File: src/rtl/rv32i_pkg.sv
// Shared RV32I definitions: major opcodes, instruction formats and the canonical NOP.
// The decoder imports the same constants, so encode/decode stay consistent.
package rv32i_pkg;

    localparam logic [4:0] OPC_LOAD   = 5'b00000;
    localparam logic [4:0] OPC_OP_IMM = 5'b00100;
    localparam logic [4:0] OPC_AUIPC  = 5'b00101;
    localparam logic [4:0] OPC_STORE  = 5'b01000;
    localparam logic [4:0] OPC_OP     = 5'b01100;
    localparam logic [4:0] OPC_LUI    = 5'b01101;
    localparam logic [4:0] OPC_BRANCH = 5'b11000;
    localparam logic [4:0] OPC_JALR   = 5'b11001;
    localparam logic [4:0] OPC_JAL    = 5'b11011;

    localparam logic [31:0] NOP = 32'h0000_0013;

    typedef enum logic [2:0] {
        FMT_R,
        FMT_I,
        FMT_S,
        FMT_B,
        FMT_U,
        FMT_J,
        FMT_BAD
    } fmt_t;

    function automatic fmt_t fmt_of(input logic [4:0] opc);
        case (opc)
            OPC_LOAD, OPC_OP_IMM, OPC_JALR: return FMT_I;
            OPC_STORE:                      return FMT_S;
            OPC_BRANCH:                     return FMT_B;
            OPC_OP:                         return FMT_R;
            OPC_LUI, OPC_AUIPC:             return FMT_U;
            OPC_JAL:                        return FMT_J;
            default:                        return FMT_BAD;
        endcase
    endfunction

endpackage

File: src/rtl/rv32i_enc_fifo.sv
// Two-entry in-order valid/ready FIFO with registered outputs (no bypass path).
module rv32i_enc_fifo #(
    parameter int W = 33
) (
    input  logic         clk,
    input  logic         rst,
    input  logic         in_valid,
    output logic         in_ready,
    input  logic [W-1:0] in_data,
    output logic         out_valid,
    input  logic         out_ready,
    output logic [W-1:0] out_data
);

    logic [W-1:0] mem [2];
    logic         wr_ptr;
    logic         rd_ptr;
    logic [1:0]   count;
    logic         push;
    logic         pop;

    // Ready comes from registered occupancy only, so a pop at full does not open the input.
    assign in_ready  = !rst && (count != 2'd2);
    assign out_valid = (count != 2'd0);
    assign out_data  = mem[rd_ptr];
    assign push      = in_valid && in_ready;
    assign pop       = out_valid && out_ready;

    always_ff @(posedge clk) begin
        if (rst) begin
            for (int unsigned i = 0; i < 2; i++) begin
                mem[i] <= '0;
            end
            wr_ptr <= 1'b0;
            rd_ptr <= 1'b0;
            count  <= '0;
        end else begin
            if (push) begin
                mem[wr_ptr] <= in_data;
                wr_ptr      <= ~wr_ptr;
            end
            if (pop) begin
                rd_ptr <= ~rd_ptr;
            end
            count <= count + 2'(push) - 2'(pop);
        end
    end

endmodule

File: src/rtl/rv32i_encoder.sv
// Streaming RV32I encoder: packs decoded fields into an instruction word, flags
// out-of-range or misaligned immediates, and buffers results in a 2-entry FIFO.
module rv32i_encoder
    import rv32i_pkg::*;
#(
    parameter int          CNT_W    = 16,
    parameter logic [31:0] NOP_WORD = NOP
) (
    input  logic             clk,
    input  logic             rst,
    input  logic             in_valid,
    output logic             in_ready,
    input  logic [4:0]       in_opcode,
    input  logic [2:0]       in_func3,
    input  logic [6:0]       in_func7,
    input  logic [4:0]       in_rs1,
    input  logic [4:0]       in_rs2,
    input  logic [4:0]       in_rd,
    input  logic [31:0]      in_imm,
    output logic             out_valid,
    input  logic             out_ready,
    output logic [31:0]      out_instr,
    output logic             out_err,
    output logic             err_seen,
    output logic [CNT_W-1:0] enc_count
);

    fmt_t        fmt;
    logic [31:0] word;
    logic        err;
    logic        is_shift;
    logic        i_ok;
    logic        b_ok;
    logic        j_ok;
    logic [32:0] fifo_out;

    assign fmt      = fmt_of(in_opcode);
    assign is_shift = (in_opcode == OPC_OP_IMM) && (in_func3[1:0] == 2'b01);
    assign i_ok     = (&in_imm[31:11]) || !(|in_imm[31:11]);
    assign b_ok     = (&in_imm[31:12]) || !(|in_imm[31:12]);
    assign j_ok     = (&in_imm[31:20]) || !(|in_imm[31:20]);

    always_comb begin
        word = NOP_WORD;
        err  = 1'b1;
        case (fmt)
            FMT_R: begin
                word = {in_func7, in_rs2, in_rs1, in_func3, in_rd, in_opcode, 2'b11};
                err  = 1'b0;
            end
            FMT_I: begin
                if (is_shift) begin
                    word = {in_func7, in_imm[4:0], in_rs1, in_func3, in_rd, in_opcode, 2'b11};
                    err  = |in_imm[31:5];
                end else begin
                    word = {in_imm[11:0], in_rs1, in_func3, in_rd, in_opcode, 2'b11};
                    err  = !i_ok;
                end
            end
            FMT_S: begin
                word = {in_imm[11:5], in_rs2, in_rs1, in_func3, in_imm[4:0], in_opcode, 2'b11};
                err  = !i_ok;
            end
            FMT_B: begin
                word = {in_imm[12], in_imm[10:5], in_rs2, in_rs1, in_func3,
                        in_imm[4:1], in_imm[11], in_opcode, 2'b11};
                err  = in_imm[0] || !b_ok;
            end
            FMT_U: begin
                word = {in_imm[31:12], in_rd, in_opcode, 2'b11};
                err  = |in_imm[11:0];
            end
            FMT_J: begin
                word = {in_imm[20], in_imm[10:1], in_imm[11], in_imm[19:12],
                        in_rd, in_opcode, 2'b11};
                err  = in_imm[0] || !j_ok;
            end
            default: begin
                word = NOP_WORD;
                err  = 1'b1;
            end
        endcase
    end

    rv32i_enc_fifo #(
        .W(33)
    ) u_fifo (
        .clk      (clk),
        .rst      (rst),
        .in_valid (in_valid),
        .in_ready (in_ready),
        .in_data  ({word, err}),
        .out_valid(out_valid),
        .out_ready(out_ready),
        .out_data (fifo_out)
    );

    assign out_instr = fifo_out[32:1];
    assign out_err   = fifo_out[0];

    always_ff @(posedge clk) begin
        if (rst) begin
            err_seen  <= 1'b0;
            enc_count <= '0;
        end else if (out_valid && out_ready) begin
            enc_count <= enc_count + 1'b1;
            if (out_err) begin
                err_seen <= 1'b1;
            end
        end
    end

endmodule

File: config.mk
export PLATFORM = sky130hd
export DESIGN_NAME = rv32i_encoder
export DESIGN_NICKNAME = d
export VERILOG_FILES = /design/src/rtl/rv32i_pkg.sv /design/src/rtl/rv32i_enc_fifo.sv /design/src/rtl/rv32i_encoder.sv
export SDC_FILE = /design/constraint.sdc
export NUM_CORES = 1
export LEC_CHECK = 0
export CAP_MARGIN = 40
export CORE_MARGIN = 10
export CORE_UTILIZATION = 37
export CTS_BUF_LIST = sky130_fd_sc_hd__clkbuf_8
export DETAILED_ROUTE_END_ITERATION = 6
export PLACE_DENSITY = 0.64
export SYNTH_ARGS = -nofsm -noshare
export SYNTH_HDL_FRONTEND = slang
export SYNTH_HIERARCHICAL = 1
export SYNTH_SLANG_ARGS = --single-unit
File: constraint.sdc
create_clock -name clk -period 5.38 [get_ports clk]
set_clock_uncertainty 0.2 [all_clocks]
set_input_delay 1.076 -clock clk [delete_from_list [all_inputs] [get_ports clk]]
set_output_delay 1.076 -clock clk [all_outputs]
set_load 0.05 [all_outputs]
==> impl_metrics.json <==
{
  "syn2layout_area_growth_pct": 33.8,
  "drc": 0,
  "synthTopCellsByArea": "edfxtp_1, dfxtp_1, mux2_2",
  "initial_core_util": 0.381,
  "htreeDepth": 3,
  "cts_made_buffers": 9,
  "fp-row-count": 40,
  "io_buffer_count": 117,
  "power_density_nw_per_um2": 380,
  "post-cts-setup-buffer-count": 0,
  "final_nets": 624,
  "synth_cells": 443,
  "cts.root.buffer_cell": "clkbuf_8",
  "holdWs_ns": 0.281,
  "cts.hold.buffers_added": 0,
  "slowest_delay_ns": 0.83,
  "cp-end-kind": "primary output",
  "synth-main-ff-cell": "edfxtp_1",
  "yosysSeqAreaShare": 0.527,
  "grt-ovfl-total": 0,
  "setup_tns_ns": 0,
  "viasPerCell": 5.28,
  "grt_pass1_vias": 3980,
  "netlist.top_cell.by_area": "edfxtp_1",
  "hp-class": "flip-flop to flip-flop",
  "routedWlPerCell_um": 17.9,
  "ant_nets": 0,
  "synthesis.area_um2": 4590,
  "setup_viol": 0,
  "outcome": "complete, no violations",
  "fin_util": 0.510,
  "fin_ws_ns": 1.41,
  "clk_latency_ns": 0.36,
  "drt_iter0_markers": 299,
  "worstPathArrival_ns": 2.69,
  "die_w_um": 131,
  "relSlewSlack": 0.460,
  "hpwlAfterDp_mm": 9.54,
  "period_minus_slack_ns": 3.97,
  "num_vias": 3841,
  "ys_ff_latch": 88,
  "grt_pass1_wl_mm": 21.0,
  "ctsResizeCount": 0,
  "max_freq_ghz": 0.252,
  "grt_max_degree": 36,
  "synth-edff-count": 66,
  "power_uw": 2340,
  "netlist.area_leader.share": 0.431,
  "final-seq-area_um2": 2420,
  "drv_slew": 0,
  "min_period_over_period": 0.737,
  "crit_top_cell": "clkdlybuf4s50_1",
  "ys_async_sr_fraction": 0,
  "worst-path-max-fanout": 27,
  "ys_types": 56,
  "yosysWarningCount": 6,
  "clk_pin_slew_ns": 0.09,
  "cts_tree": "yes",
  "syn_avg_cell_area_um2": 10.4,
  "crit_chain": "clkdlybuf4s50_1 > buf_4 > nor2b_1 > clkdlybuf4s50_1",
  "p_leak_uw": 0.00225,
  "critPathRequiredTime_ns": 4.10,
  "finalWeightedCongestion": 0.907,
  "worst_slew_pin_slew_ns": 0.808,
  "fill_cells": 1132,
  "crit_slowest_cell": "clkdlybuf4s50_1",
  "post-place-ws_ns": 1.42,
  "multiInputGateArea_um2": 2030,
  "core_um2": 12100,
  "grtUsageTotal": 0.147,
  "drtPass1Iterations": 5,
  "clock_sinks": 88,
  "routed_wl_mm": 13.0,
  "io_pins": 118,
  "dieArea_um2": 17300,
  "critPathLaunchType": "primary input",
  "clockBufferDepth": 2,
  "path_class": "primary input to primary output",
  "drive_above_1_share": 0.132,
  "ir_worst_vdd_mv": 0.181,
  "antenna_found_initial": 0,
  "maxCapViolCount": 0,
  "antennaDiodeCount": 0,
  "hold_viol": 0,
  "rsz0062_at_grt": "no",
  "die_h_um": 131
}
final timing paths:
| kind | start | endpoint | slack (ns) | depth (start not counted) |
|---|---|---|---|---|
| hold / removal | err_seen$_SDFFE_PP0P_ | err_seen$_SDFFE_PP0P_ | 0.28 | 2 |
| setup reg to reg | u_fifo/count[0]$_SDFF_PP0_ | u_fifo/count[1]$_SDFF_PP0_ | 3.20 | 9 |
| hold reg to reg | err_seen$_SDFFE_PP0P_ | err_seen$_SDFFE_PP0P_ | 0.28 | 2 |
| setup / recovery | rst | in_ready | 1.41 | 4 |
flip-flops by register name, indices dropped and copies added, names as in the netlist, named ones only:
signal	cells
u_fifo/wr_ptr	1
u_fifo/count	2
err_seen	1
enc_count	16
u_fifo/mem	66
u_fifo/rd_ptr	1
synth_stat cells, drive strengths merged (5+ instances only):
cell type and count:
nand3 12, xor2 12, nand4 9, nand2 50
a22oi 6, a222oi 7, nor2b 5, and2 5
mux2 35, inv 9, clkbuf 5, a22o 12
a21oi 10, nor4 6, and3 5, nor3 5
edfxtp 66, dfxtp 22, o21ai 8, buf 18
or4 5, nor2 94
critical path: cells and delay by family:
family	cells	cell delay [ns]
buffers and inverters	3	1.46
AND/OR/NAND/NOR	1	0.15
power by group:
group          switching [uW]  internal, uW
sequential               32.1           833
clock                     249           219
combinational             641           365
through the flow:
step / cells / instance area [um^2]
global placement: 709 / 5890
floorplan: 444 / 4600
finish: 728 / 6150
global route: 728 / 6150
detailed placement: 712 / 5950
CTS: 728 / 6150
cell usage in the layout, fill, tap and decap left out, drive strengths merged, types with 3 or more instances in the layout:
cell type,count
clkbuf,9
inv,11
nor3,5
nand4,9
mux2,35
a22o,12
ha,3
and2,5
xor2,12
or2,3
o21ai,8
a222oi,7
xnor2,3
or3,3
or4,5
clkdlybuf4s50,117
clkinv,3
and4,3
nor2,94
dfxtp,22
buf,5
nand2,50
a22oi,6
and3,5
edfxtp,66
nand3,12
a21oi,10
nor4,6
nor2b,5
layer usage:
| metal | global-route usage | up-vias | wire, um |
|---|---|---|---|
| met2 | 0.252 | 149 | 6360 |
| li1 | - | 1827 | - |
| met1 | 0.172 | 1853 | 5570 |
| met3 | 0.0469 | 12 | 957 |
| met5 | 0 | - | 0 |
| met4 | 0.0433 | 0 | 132 |
cell type report:
cell class / instances / share of cell area
Timing Repair Buffer: 123 / 0.204
Tap cell: 168 / 0.0342
Inverter: 9 / 0.00549
Clock inverter: 7 / 0.0126
Multi-Input combinational cell: 324 / 0.330
Clock buffer: 9 / 0.0201
Sequential cell: 88 / 0.394
cell families (layout without fill, tap and decap cells):
logic type               Yosys count  count (layout)  share of synthesized area
AO/OA/AOI/OAI                     56              56                     0.0959
XOR/XNOR                          15              15                     0.0286
adder cells (fa/ha/maj)            3               3                    0.00817
buffers and inverters             32             148                     0.0346
flip-flops                        88              88                      0.527
multiplexers                      35              35                     0.0858
other                              1               2                   0.000816
AND/OR/NAND/NOR                  213             213                      0.219
Note: power is estimated with default switching activity, not from simulation.
